===== src/rtl/cascade_controller.sv =====
// Cascade-bus controller for the PIC: the master drives the slave ID on CAS, the slave matches CAS
// against its ICW3 ID, and both track the INTA pulse sequence. Optional macro: CAS_TIMEOUT_EN.
module cascade_controller #(
    parameter int CAS_W       = 3,
    parameter int NUM_IR      = 8,
    parameter int TIMEOUT_CYC = 64
) (
    input  logic              clk,
    input  logic              rst_n,
    input  logic              inta_n,
    input  logic              mode_8086,
    input  logic              sp_en_n,
    input  logic              sngl,
    input  logic [NUM_IR-1:0] icw3,
    input  logic [CAS_W-1:0]  ack_id,
    input  logic [CAS_W-1:0]  cas_in,
    output logic [CAS_W-1:0]  cas_out,
    output logic              cas_oe,
    output logic              slave_sel,
    output logic              own_vector,
    output logic [1:0]        pulse_idx,
    output logic              seq_done,
    output logic              seq_abort
);

    if (NUM_IR != (1 << CAS_W)) begin : g_bad_num_ir
        $error("NUM_IR must equal 2**CAS_W");
    end
    if (TIMEOUT_CYC < 1) begin : g_bad_timeout
        $error("TIMEOUT_CYC must be at least 1");
    end

    typedef enum logic [1:0] {IDLE, P1, P2, P3} state_t;

    state_t           state, state_d;
    logic             inta_q;
    logic             mode_q, mode_d;
    logic [CAS_W-1:0] id_q, id_d;
    logic             cas_oe_d, slave_sel_d, own_vector_d, seq_done_d, seq_abort_d;
    logic [1:0]       pulse_idx_d;
    logic             fall, rise, last;

    // inta_q resets low, so a strobe already low after reset cannot look like a fall until it has risen once.
    assign fall = inta_q & ~inta_n;
    assign rise = ~inta_q & inta_n;
    assign last = (state == P3) || ((state == P2) && mode_q);

    // The master drives the latched ID only while the bus is enabled.
    assign cas_out = cas_oe ? id_q : '0;

`ifdef CAS_TIMEOUT_EN
    localparam int CNT_W = ($clog2(TIMEOUT_CYC + 1) > 7) ? $clog2(TIMEOUT_CYC + 1) : 7;
    logic [CNT_W-1:0] cnt_q, cnt_d;
`endif

    always_comb begin
        state_d      = state;
        mode_d       = mode_q;
        id_d         = id_q;
        cas_oe_d     = cas_oe;
        slave_sel_d  = slave_sel;
        own_vector_d = own_vector;
        pulse_idx_d  = pulse_idx;
        seq_done_d   = 1'b0;
        seq_abort_d  = 1'b0;

        case (state)
            IDLE: begin
                if (fall) begin
                    state_d     = P1;
                    pulse_idx_d = 2'd1;
                    mode_d      = mode_8086;
                    id_d        = ack_id;
                    cas_oe_d    = 1'b0;
                    slave_sel_d = 1'b0;
                    if (sp_en_n) begin
                        if (!sngl && icw3[ack_id]) begin
                            cas_oe_d     = 1'b1;
                            own_vector_d = 1'b0;
                        end else begin
                            own_vector_d = 1'b1;
                        end
                    end else if (!sngl && (cas_in == icw3[CAS_W-1:0])) begin
                        slave_sel_d  = 1'b1;
                        own_vector_d = 1'b1;
                    end else begin
                        own_vector_d = 1'b0;
                    end
                end
            end
            P1: begin
                if (fall) begin
                    state_d     = P2;
                    pulse_idx_d = 2'd2;
                end
            end
            P2: begin
                if (fall && !mode_q) begin
                    state_d     = P3;
                    pulse_idx_d = 2'd3;
                end
            end
            default: ;
        endcase

        if (rise && last) begin
            state_d      = IDLE;
            pulse_idx_d  = 2'd0;
            cas_oe_d     = 1'b0;
            slave_sel_d  = 1'b0;
            own_vector_d = 1'b0;
            seq_done_d   = 1'b1;
        end

`ifdef CAS_TIMEOUT_EN
        cnt_d = '0;
        if (state != IDLE && !fall) begin
            cnt_d = cnt_q + 1'b1;
            // Stalled sequence: abandon it and release the bus.
            if (cnt_q == CNT_W'(TIMEOUT_CYC - 1)) begin
                cnt_d        = '0;
                state_d      = IDLE;
                pulse_idx_d  = 2'd0;
                cas_oe_d     = 1'b0;
                slave_sel_d  = 1'b0;
                own_vector_d = 1'b0;
                seq_done_d   = 1'b0;
                seq_abort_d  = 1'b1;
            end
        end
`endif
    end

    always_ff @(posedge clk or negedge rst_n) begin
        if (!rst_n) begin
            state      <= IDLE;
            inta_q     <= 1'b0;
            mode_q     <= 1'b0;
            id_q       <= '0;
            cas_oe     <= 1'b0;
            slave_sel  <= 1'b0;
            own_vector <= 1'b0;
            pulse_idx  <= 2'd0;
            seq_done   <= 1'b0;
            seq_abort  <= 1'b0;
        end else begin
            state      <= state_d;
            inta_q     <= inta_n;
            mode_q     <= mode_d;
            id_q       <= id_d;
            cas_oe     <= cas_oe_d;
            slave_sel  <= slave_sel_d;
            own_vector <= own_vector_d;
            pulse_idx  <= pulse_idx_d;
            seq_done   <= seq_done_d;
            seq_abort  <= seq_abort_d;
        end
    end

`ifdef CAS_TIMEOUT_EN
    always_ff @(posedge clk or negedge rst_n) begin
        if (!rst_n) cnt_q <= '0;
        else        cnt_q <= cnt_d;
    end
`endif

endmodule

===== config.mk =====
export PLATFORM = sky130hd
export DESIGN_NAME = cascade_controller
export DESIGN_NICKNAME = d
export VERILOG_FILES = /design/src/rtl/cascade_controller.sv
export SDC_FILE = /design/constraint.sdc
export NUM_CORES = 1
export LEC_CHECK = 0
export BUFFER_PORTS_ARGS = -buffer_cell sky130_fd_sc_hd__buf_2
export CAP_MARGIN = 20
export CORE_MARGIN = 4
export CORE_UTILIZATION = 48
export CTS_CLUSTER_DIAMETER = 40
export CTS_CLUSTER_SIZE = 28
export DETAILED_ROUTE_END_ITERATION = 16
export GPL_TIMING_DRIVEN = 1
export HOLD_SLACK_MARGIN = 0.06
export PLACE_DENSITY = 0.82
export SLEW_MARGIN = 20
export SYNTH_ARGS = -nofsm -noshare
export SYNTH_HDL_FRONTEND = slang
export SYNTH_SLANG_ARGS = --single-unit

===== constraint.sdc =====
create_clock -name clk -period 2.4 [get_ports clk]
set_input_delay 0 -clock clk [delete_from_list [all_inputs] [get_ports clk]]
set_output_delay 0 -clock clk [all_outputs]
set_load 0.01 [all_outputs]

==> impl_results.rst <==
.. list-table::
   :header-rows: 1

   * - Metric
     - Value
   * - Half-perimeter wire length after detailed placement
     - 1.06 mm
   * - Most frequent standard cell in the layout excluding fill and tap cells
     - sky130_fd_sc_hd__buf_2
   * - Area grow syn2layout
     - 37.9%
   * - Floorplan die height
     - 44.9 um
   * - Sum Neg Setup Slack
     - 0 ns
   * - Status
     - complete, no violations
   * - Most frequent cells in the layout
     - 28 x sky130_fd_sc_hd__buf_2, 11 x sky130_fd_sc_hd__dfrtp_1, 7 x sky130_fd_sc_hd__dlygate4sd3_1
   * - Inserted Clock Buffers
     - 3
   * - Total Die Area
     - 2010 um^2
   * - TritonRoute pass-1 iters
     - 5
   * - Dominant cells by area after synthesis
     - sky130_fd_sc_hd__dfrtp_1 42%, sky130_fd_sc_hd__mux4_1 8.0%, sky130_fd_sc_hd__ha_1 7.7%
   * - Standard-cell row count
     - 13
   * - Width of the chip
     - 44.9 um
   * - I/O pin count
     - 30
   * - Hold Vio Cnt, Final
     - 0
   * - DRT iter0 DRCs
     - 19
   * - Power density cells
     - 812 nW/um^2
   * - Wirelength per Cell
     - 13.2 um
   * - Synthesized net count
     - 77
   * - Routed wire length
     - 1.40 mm
   * - Number of diodes added for antenna fixing
     - 0
   * - DRC violations left
     - 0
   * - Post-Place Worst Slack
     - 0.806 ns
   * - Total placed cells including tap cells
     - 95
   * - Number of enable flip-flop cells after synthesis
     - 0
   * - Count of nets left with antenna violations after detail routing
     - 0
   * - Reported max-cap violation count
     - 0
   * - Layout Nets
     - 116
   * - Critical Path RT
     - 2.55 ns
   * - Maximum number of pins on one net before global-route repair
     - 12
   * - Worst Hold Class
     - in2reg
   * - Clk_skew
     - 0.00612 ns
   * - Number of standard cells after synthesis
     - 53
   * - Number of clock sinks seen by CTS
     - 11
   * - Worst setup slack after layout
     - 0.804 ns
   * - Min cycle time layout
     - 1.60 ns
   * - Vias
     - 560
   * - Share of the yosys chip area belonging to registers
     - 42.1%
   * - Crit path max fanout
     - 5
   * - Master cell of the clock root buffer
     - sky130_fd_sc_hd__clkbuf_4
   * - Global-route wire length before repair
     - 2.45 mm
   * - Setup-violating endpoint count in the final report
     - 0
   * - Average instance area after synthesis
     - 12.3 um^2
   * - Yosys Warn Count
     - 0
   * - DR vias/cell
     - 5.28
   * - Worst Path Arrival
     - 1.75 ns
   * - Worst IR Drop VDD
     - 0.433 mV
   * - Number of buffers added on ports
     - 28
   * - Maximum root-to-sink buffer count
     - 2
   * - Number of distinct library cells after synthesis
     - 25
   * - Clock-pin slew on the worst setup and hold paths
     - 0.07 ns
   * - Cell type with the largest total area after synthesis
     - sky130_fd_sc_hd__dfrtp_1
   * - RSZ-0062 raised after global routing
     - false
   * - Sort of element at the start of the critical path
     - flop
   * - Fmax achieved
     - 627 MHz
   * - Core region area
     - 1280 um^2
   * - Final worst path period share
     - 66.5%
   * - Via count of the first global-routing pass
     - 606
   * - Post-synth design cell area
     - 653 um^2
   * - H-tree levels
     - 1
   * - Layout Cells excl Fill
     - 106
   * - Cells resized by post-CTS repair
     - 0
   * - Antenna violations before repair
     - 0
   * - Total overflow reported by the global router
     - 0
   * - Crit. End Element
     - flop
   * - Yosys reg bits
     - 11
   * - Total of hold buffers inserted after clock tree synthesis
     - 7
   * - Ratio of cells with drive above 1 in the final layout
     - 41.8%
   * - Post-CTS Setup Inserts
     - 0
   * - Total design power
     - 0.732 mW
   * - Async set or reset register ratio after synthesis
     - 100%
   * - Final count of pins violating max slew
     - 0
   * - Reported leakage power
     - 0.482 nW
   * - Area share of the largest cell type after synthesis
     - 42.1%
   * - Clk Latency, worst-skew pair
     - 0.26 ns
   * - Worst hold margin
     - 0.0744 ns
   * - Most used DFF post-synth
     - sky130_fd_sc_hd__dfrtp_1
   * - Clock tree from TritonCTS
     - yes
   * - RD Place Congestion
     - 0.717
   * - Critical path class
     - reg2reg
   * - Total GRT Usage
     - 17.2%
   * - Initial core utilization
     - 50.8%
Yosys cell counts (all sizes together), types with 2 or more instances:
| library cell | n |
|---|---|
| inv | 4 |
| dfrtp | 11 |
| nand2 | 2 |
| mux4 | 2 |
| xor2 | 3 |
| mux2 | 4 |
| ha | 4 |
| nor2 | 2 |
| and2 | 3 |
| mux2i | 2 |
| a21oi | 2 |
state kept, by name, summed over array words and instances (netlist names):
register / count
mode_q: 1
cas_oe: 1
state: 2
inta_q: 1
seq_done: 1
slave_sel: 1
id_q: 3
own_vector: 1
critical path: stages, from the launching register on:
cell and delay (ns):
sky130_fd_sc_hd__dfrtp_1 0.42, sky130_fd_sc_hd__inv_1 0.11, sky130_fd_sc_hd__ha_1 0.21, sky130_fd_sc_hd__a21oi_1 0.08, sky130_fd_sc_hd__or3b_1 0.44, sky130_fd_sc_hd__a31o_1 0.24
report_power, final:
group | total (mW) | switching, mW | leakage (nW) | internal, mW
combinational | 0.303 | 0.147 | 0.330 | 0.156
sequential | 0.309 | 0.0537 | 0.137 | 0.255
clock | 0.119 | 0.0553 | 0.0150 | 0.0641
stage by stage:
step | util, % | cell area, um^2
global route | 70.1 | 901
CTS | 70.1 | 901
finish | 70.1 | 901
floorplan | - | 653
global placement | 62.6 | 805
detailed placement | 62.6 | 805
metal layers:
layer | vias up | global-route usage [%] | wire length, um | part of all wire, %
li1 | 265 | - | - | -
met1 | 261 | 18.0 | 483 | 34
met2 | 30 | 31.8 | 785 | 56
met3 | 4 | 1.20 | 94 | 6.7
met4 | 0 | 12.3 | 38 | 2.7
met5 | - | 0 | 0 | 0
layout make-up:
class                      count  area [um^2]
inverter                       4         15.0
tap                           15         18.8
timing repair buffer          35          210
multi-input combinational     37          355
sequential                    11          275
fill                         103          384
clock buffer                   4         26.3
cell families (layout without fill, tap and decap cells):
kind of cell,Yosys count,in the layout,synth area share [%]
other,1,1,0.574
xor gates and xnor gates,3,3,4.02
and+or+nand+nor,14,14,15.1
muxes,8,8,18.0
DFF,11,11,42.1
adders and majority gates,4,4,7.66
AOI/OAI and AO/OA,7,7,9.00
buffers and inverters,5,43,3.45
path summary, 6_finish.rpt:
path | from | to | slack [ns] | cells past startpoint
worst max-delay path | state[0] | cas_oe | 0.80 | 5
min in group asynchronous | rst_n | slave_sel | 0.13 | 2
worst min register to register | id_q[0] | id_q[0] | 0.51 | 1
worst max register to register | state[0] | cas_oe | 0.80 | 5
max in group asynchronous | rst_n | id_q[0] | 2.07 | 2
worst min-delay path | sngl | own_vector | 0.07 | 3
Note: power is estimated with default switching activity, not from simulation.
